**config.mk**
```make
export PLATFORM = sky130hd
export DESIGN_NAME = bin_to_bcd_seq_flat
export DESIGN_NICKNAME = d
export VERILOG_FILES = /design/src/rtl/bin_to_bcd_seq_if.sv /design/src/rtl/bin_to_bcd_seq.sv /design/src/flat_wrapper.sv
export SDC_FILE = /design/constraint.sdc
export NUM_CORES = 1
export LEC_CHECK = 0
export BUFFER_PORTS_ARGS = -buffer_cell sky130_fd_sc_hd__buf_2
export CELL_PAD_IN_SITES_DETAIL_PLACEMENT = 0
export CELL_PAD_IN_SITES_GLOBAL_PLACEMENT = 1
export CORE_MARGIN = 10
export CORE_UTILIZATION = 39
export CTS_BUF_LIST = sky130_fd_sc_hd__clkbuf_4 sky130_fd_sc_hd__clkbuf_8 sky130_fd_sc_hd__clkbuf_16
export DETAILED_ROUTE_END_ITERATION = 8
export GPL_TIMING_DRIVEN = 0
export PLACE_DENSITY = 0.82
export SYNTH_ARGS = -nofsm -noshare
export SYNTH_HDL_FRONTEND = slang
export SYNTH_SLANG_ARGS = --single-unit
export TNS_END_PERCENT = 20
```
**constraint.sdc**
```tcl
create_clock -name clk -period 1.5 [get_ports clk]
set_input_delay 0.075 -clock clk [delete_from_list [all_inputs] [get_ports clk]]
set_output_delay 0.075 -clock clk [all_outputs]
set_load 0.01 [all_outputs]
```
**src/rtl/bin_to_bcd_seq_if.sv**
```systemverilog
// Operand/result channel between a binary producer, the converter and the BCD consumer.
// Handshake: a transfer happens on a rising clk edge where valid and ready are both 1;
// valid never waits on ready, and the sender holds data stable until the transfer edge.
interface bin_to_bcd_seq_if #(
    parameter int BIN_W  = 8,
    parameter int DIGITS = 3
);
    logic                  in_valid;
    logic                  in_ready;
    logic [BIN_W-1:0]      bin_in;
    logic                  out_valid;
    logic                  out_ready;
    logic [4*DIGITS-1:0]   bcd_out;
    logic                  busy;

    modport master (
        output in_valid,
        output bin_in,
        output out_ready,
        input  in_ready,
        input  out_valid,
        input  bcd_out,
        input  busy
    );

    modport slave (
        input  in_valid,
        input  bin_in,
        input  out_ready,
        output in_ready,
        output out_valid,
        output bcd_out,
        output busy
    );
endinterface

```
**src/rtl/bin_to_bcd_seq.sv**
```systemverilog
// Sequential binary-to-BCD converter (shift-and-add-3), one iteration per clock,
// with valid/ready on both sides so it can stall inside a pipeline.
module bin_to_bcd_seq #(
    parameter int BIN_W  = 8,
    parameter int DIGITS = 3
) (
    input  logic              clk,
    input  logic              rst_n,
    bin_to_bcd_seq_if.slave   bus,
    output logic [1:0]        dbg_state
);
    localparam int BCD_W = 4 * DIGITS;
    localparam int CNT_W = $clog2(BIN_W + 1);
    localparam logic [CNT_W-1:0] CNT_LAST = CNT_W'(BIN_W - 1);

    typedef enum logic [1:0] {
        S_IDLE  = 2'd0,
        S_SHIFT = 2'd1,
        S_DONE  = 2'd2
    } state_e;

    state_e             state_q, state_d;
    logic [BIN_W-1:0]   bin_q, bin_d;
    logic [BCD_W-1:0]   scr_q, scr_d;
    logic [BCD_W-1:0]   scr_adj;
    logic [BCD_W-1:0]   bcd_q, bcd_d;
    logic [CNT_W-1:0]   cnt_q, cnt_d;

    // All digits are corrected from their pre-shift values in the same cycle.
    always_comb begin
        scr_adj = scr_q;
        for (int i = 0; i < DIGITS; i++) begin
            if (scr_q[4*i +: 4] >= 4'd5) begin
                scr_adj[4*i +: 4] = scr_q[4*i +: 4] + 4'd3;
            end
        end
    end

    always_comb begin
        state_d = state_q;
        bin_d   = bin_q;
        scr_d   = scr_q;
        cnt_d   = cnt_q;
        bcd_d   = bcd_q;
        case (state_q)
            S_IDLE: begin
                if (bus.in_valid) begin
                    bin_d   = bus.bin_in;
                    scr_d   = '0;
                    cnt_d   = '0;
                    state_d = S_SHIFT;
                end
            end
            S_SHIFT: begin
                {scr_d, bin_d} = {scr_adj, bin_q} << 1;
                cnt_d          = cnt_q + 1'b1;
                // bcd_out only ever receives the finished scratch value.
                if (cnt_q == CNT_LAST) begin
                    bcd_d   = scr_d;
                    state_d = S_DONE;
                end
            end
            S_DONE: begin
                if (bus.out_ready) begin
                    state_d = S_IDLE;
                end
            end
            default: begin
                state_d = S_IDLE;
            end
        endcase
    end

    always_ff @(posedge clk or negedge rst_n) begin
        if (!rst_n) begin
            state_q <= S_IDLE;
            bin_q   <= '0;
            scr_q   <= '0;
            cnt_q   <= '0;
            bcd_q   <= '0;
        end else begin
            state_q <= state_d;
            bin_q   <= bin_d;
            scr_q   <= scr_d;
            cnt_q   <= cnt_d;
            bcd_q   <= bcd_d;
        end
    end

    assign bus.in_ready  = (state_q == S_IDLE);
    assign bus.out_valid = (state_q == S_DONE);
    assign bus.busy      = (state_q != S_IDLE);
    assign bus.bcd_out   = bcd_q;
    assign dbg_state     = state_q;
endmodule

```
**src/flat_wrapper.sv**
```systemverilog
// flat-port wrapper written by rule: the top's interface ports become plain ports
module bin_to_bcd_seq_flat 
#(
    parameter int BIN_W  = 8,
    parameter int DIGITS = 3
)
  (clk, rst_n, dbg_state, bus_in_valid, bus_bin_in, bus_out_ready, bus_in_ready, bus_out_valid, bus_bcd_out, bus_busy);
  bin_to_bcd_seq_if #(.BIN_W(BIN_W), .DIGITS(DIGITS)) bus_i ();
  input  logic clk;
  input  logic rst_n;
  output logic [1:0] dbg_state;
  input wire logic [$bits(bus_i.in_valid)-1:0] bus_in_valid;
  input wire logic [$bits(bus_i.bin_in)-1:0] bus_bin_in;
  input wire logic [$bits(bus_i.out_ready)-1:0] bus_out_ready;
  output wire logic [$bits(bus_i.in_ready)-1:0] bus_in_ready;
  output wire logic [$bits(bus_i.out_valid)-1:0] bus_out_valid;
  output wire logic [$bits(bus_i.bcd_out)-1:0] bus_bcd_out;
  output wire logic [$bits(bus_i.busy)-1:0] bus_busy;
  assign bus_i.in_valid = bus_in_valid;
  assign bus_i.bin_in = bus_bin_in;
  assign bus_i.out_ready = bus_out_ready;
  assign bus_in_ready = bus_i.in_ready;
  assign bus_out_valid = bus_i.out_valid;
  assign bus_bcd_out = bus_i.bcd_out;
  assign bus_busy = bus_i.busy;
  bin_to_bcd_seq #(.BIN_W(BIN_W), .DIGITS(DIGITS)) u_core (.clk(clk), .rst_n(rst_n), .bus(bus_i), .dbg_state(dbg_state));
endmodule
```
==> run summary <==
CP startpoint: u_core.scr_q[1]$_DFFE_PN0P_
Hold WC Path Type: primary input to flop
flop2flop setup slack: 0.001 ns
Net Sw Frac: 37.0%
final setup margin: 0.00143 ns
GR Util All Layers: 11.6%
met1 Use GR: 14.6%
Clock transition at path regs: 0.08 ns
P_leak: 1.14 nW
area grow syn2layout: 33.9%
register area: 953 µm²
Die H: 88.5 µm
Port Buffers: 28
layout cells sized above 1: 42.4%
Cell Chain, Critical Path: inv_2 > ha_4 > nand2b_4 > a21oi_4 > buf_6 > xnor2_2 > mux2_4
synthesized area per cell: 10.6 µm²
Overall Power: 0.00579 W
Critical Setup Path Class: flop to flop
initial antenna violation count: 0
FF+latch count, synth: 38
Initial Util: 41.2%
register area share after synthesis: 52.0%
nets@finish: 242
Skew-Pair Late Insertion Delay: 0.29 ns
Hold Fails Final Rpt: 0
final wirelength: 4310 µm
area taken by multi-input logic gates: 931 µm²
vias per cell: 5.36
CTS root buffer: clkbuf_8
Mapped Nets: 192
Comb power frac: 48.8%
part of the cycle the worst path needs: 99.9%
Seq pwr share: 33.1%
vias in the first global route: 1,505
routability cong.: 0.738
Worst EP required: 1.68 ns
via count: 1,479
Max-cap violations: 0
clock sink count: 38
First-pass DRT Iterations: 4
Hold WS: 0.0261 ns
met3 Use GR: 4.04%
worst setup path end: u_core.bus.bcd_out[1]$_DFFE_PN0P_
CTS Buf Count: 5
outcome: finished, final reports clean
Max IR drop VDD: 0.00100 V
pre-CTS setup slack: -0.0894 ns
Worst Clk Skew: 0.00437 ns
remaining antenna violation count: 0
Worst setup EP type: flop
DR iter-0 viols: 106
RSZ-0062 raised after global routing: true
Internal: 0.00364 W
RR Endpoint: u_core.bus.bcd_out[1]$_DFFE_PN0P_
FP Rows: 24
final setup vio count: 0
r2r startpoint: u_core.scr_q[1]$_DFFE_PN0P_
layer with the highest usage: met2
Core Box Area: 4440 µm²
die area: 7830 µm²
Filler cells: 396
CP Data Arrival Time: 1.68 ns
power per cell area: 2360 nW/µm²
Critical-path top delay cell: dfrtp_1
top-level port count: 29
post-route cell area: 2450 µm²
Clock power frac: 18.1%
met2 Usage GRT: 18.3%
DR DRC count: 0
f_max: 667 MHz
largest stage delay on the critical path: 0.41 ns
Max Slew Vio Count: 0
mapped cell area: 1830 µm²
Worst-Margin Slew: 0.833 ns
CP Max Fanout: 4
worst reg-to-reg path cell count: 7
number of library cell types mapped by synthesis: 32
antenna cells: 0
dpl hpwl: 2740 µm
CTS HTree Levels: 2
startpoint class of the critical path: flop
first-pass GRT wire length: 7160 µm
Period minus WS final: 1.50 ns
dpl cell area: 2030 µm²
clk buf depth: 2
TNS Setup: 0 ns
Post-Syn Instances: 173
Slew HR: 44.5%
Warnings, synthesis: 0
grt total ovfl: 0
largest net degree at the start of global routing: 39
Die X: 88.5 µm
CTS tree: built
Sw Pwr: 0.00214 W
WL/cell: 15.6 µm
synthesized netlist by cell type:
cell | n | share of area, %
a21o_1 | 2 | 0.82
a21oi_1 | 8 | 2.2
a21oi_2 | 3 | 1.4
a22o_1 | 7 | 3.4
a22oi_1 | 7 | 2.9
a31oi_1 | 3 | 1.0
a32o_1 | 1 | 0.55
buf_2 | 3 | 0.82
buf_4 | 3 | 1.2
buf_6 | 1 | 0.62
clkbuf_1 | 2 | 0.41
dfrtp_1 | 38 | 52
ha_1 | 7 | 4.8
inv_1 | 9 | 1.8
mux2_2 | 4 | 2.5
mux2_4 | 3 | 2.5
mux2i_1 | 1 | 0.55
nand2_1 | 17 | 3.5
nand2_2 | 1 | 0.34
nand2b_1 | 3 | 1.0
nand2b_2 | 1 | 0.48
nand3_1 | 1 | 0.27
nor2_1 | 10 | 2.1
nor2b_1 | 2 | 0.68
nor3_1 | 4 | 1.1
nor3_4 | 1 | 0.89
nor3b_1 | 2 | 0.82
o21ai_0 | 21 | 5.7
o21ai_2 | 1 | 0.48
or2_2 | 1 | 0.34
or3b_2 | 3 | 1.4
xnor2_1 | 3 | 1.4
what timing repair did:
item	4_1_cts	5_1_grt
buffers inserted	10	5
endpoints found under the hold margin	38	0
hold buffers	1	0
endpoints found under the setup margin	11	14
resized for setup	17	23
pin swaps	4	3
area by class of cell:
cell class                      instances  area share, %
Clock inverter                          3           2.81
Sequential cell                        38           38.9
Buffer                                  8           2.50
Timing Repair Buffer                   44           10.9
Inverter                                9           1.38
Tap cell                               52           2.66
Clock buffer                            5           2.81
Multi-Input combinational cell        117           38.0
metrics by stage:
step | std cells | util (%)
global placement | 253 | 45.8
floorplan | 173 | -
finish | 276 | 55.1
global route | 276 | 55.1
CTS | 271 | 52.0
detailed placement | 253 | 45.8
how the worst min path moves through the flow:
stage,startpoint,to,slack (ns),depth (start not counted)
floorplan,rst_n,u_core.bin_q[0]$_DFFE_PN0P_,-0.22,0
global placement,rst_n,u_core.bus.bcd_out[6]$_DFFE_PN0P_,0.23,1
detailed placement,rst_n,u_core.scr_q[4]$_DFFE_PN0P_,0.23,1
CTS,bus_bin_in[0],u_core.bin_q[0]$_DFFE_PN0P_,0.02,2
global route,bus_out_ready,u_core.dbg_state[1]$_DFFE_PN0P_,0.05,3
finish,bus_bin_in[0],u_core.bin_q[0]$_DFFE_PN0P_,0.03,2
flip-flops by register name (all words and copies together), names as in the netlist:
name                count
u_core.bus.bcd_out     12
u_core.scr_q           12
u_core.bin_q            8
u_core.cnt_q            4
u_core.dbg_state        2
worst max-delay path: cells and delay by family (launching register included):
family / cells / cell delay, ns
compound gates: 1 / 0.18
xor+xnor: 1 / 0.06
fa+ha+maj: 1 / 0.18
flops: 1 / 0.41
mux: 1 / 0.25
simple gates: 1 / 0.07
buf+inv: 2 / 0.24
power groups by stage:
stage	combinational (W)	sequential, W	clock [W]
final	0.00282	0.00191	0.00105
after floorplan	0.00146	0.00189	0
after CTS	0.00244	0.00186	0.00107
after global placement	0.00207	0.00186	0
after detailed placement	0.00212	0.00187	0
after global routing	0.00315	0.00198	0.00113
logic make-up (layout without fill, tap and decap cells):
logic type,Yosys count,count (layout),share of synthesized area (%)
compound gates,53,53,18.5
simple gates,46,46,12.9
flops,38,38,52.0
buf+inv,18,69,4.92
mux,8,8,5.47
fa+ha+maj,7,7,4.79
xor+xnor,3,3,1.44
placed cells by master, fill, tap and decap left out, types with 6 or more instances in the layout:
| cell | n |
|---|---|
| mux2_4 | 6 |
| buf_4 | 16 |
| a22o_1 | 7 |
| a22oi_1 | 7 |
| nor2_1 | 10 |
| buf_2 | 32 |
| o21ai_0 | 18 |
| a21oi_1 | 6 |
| dfrtp_1 | 36 |
| nand2_1 | 17 |
layer usage:
layer	vias to the layer above	part of all wire (%)
met3	6	6.3
met2	40	46
met4	0	1.1
met1	720	47
li1	713	-
met5	-	0
(Power assumes the default switching activity.)
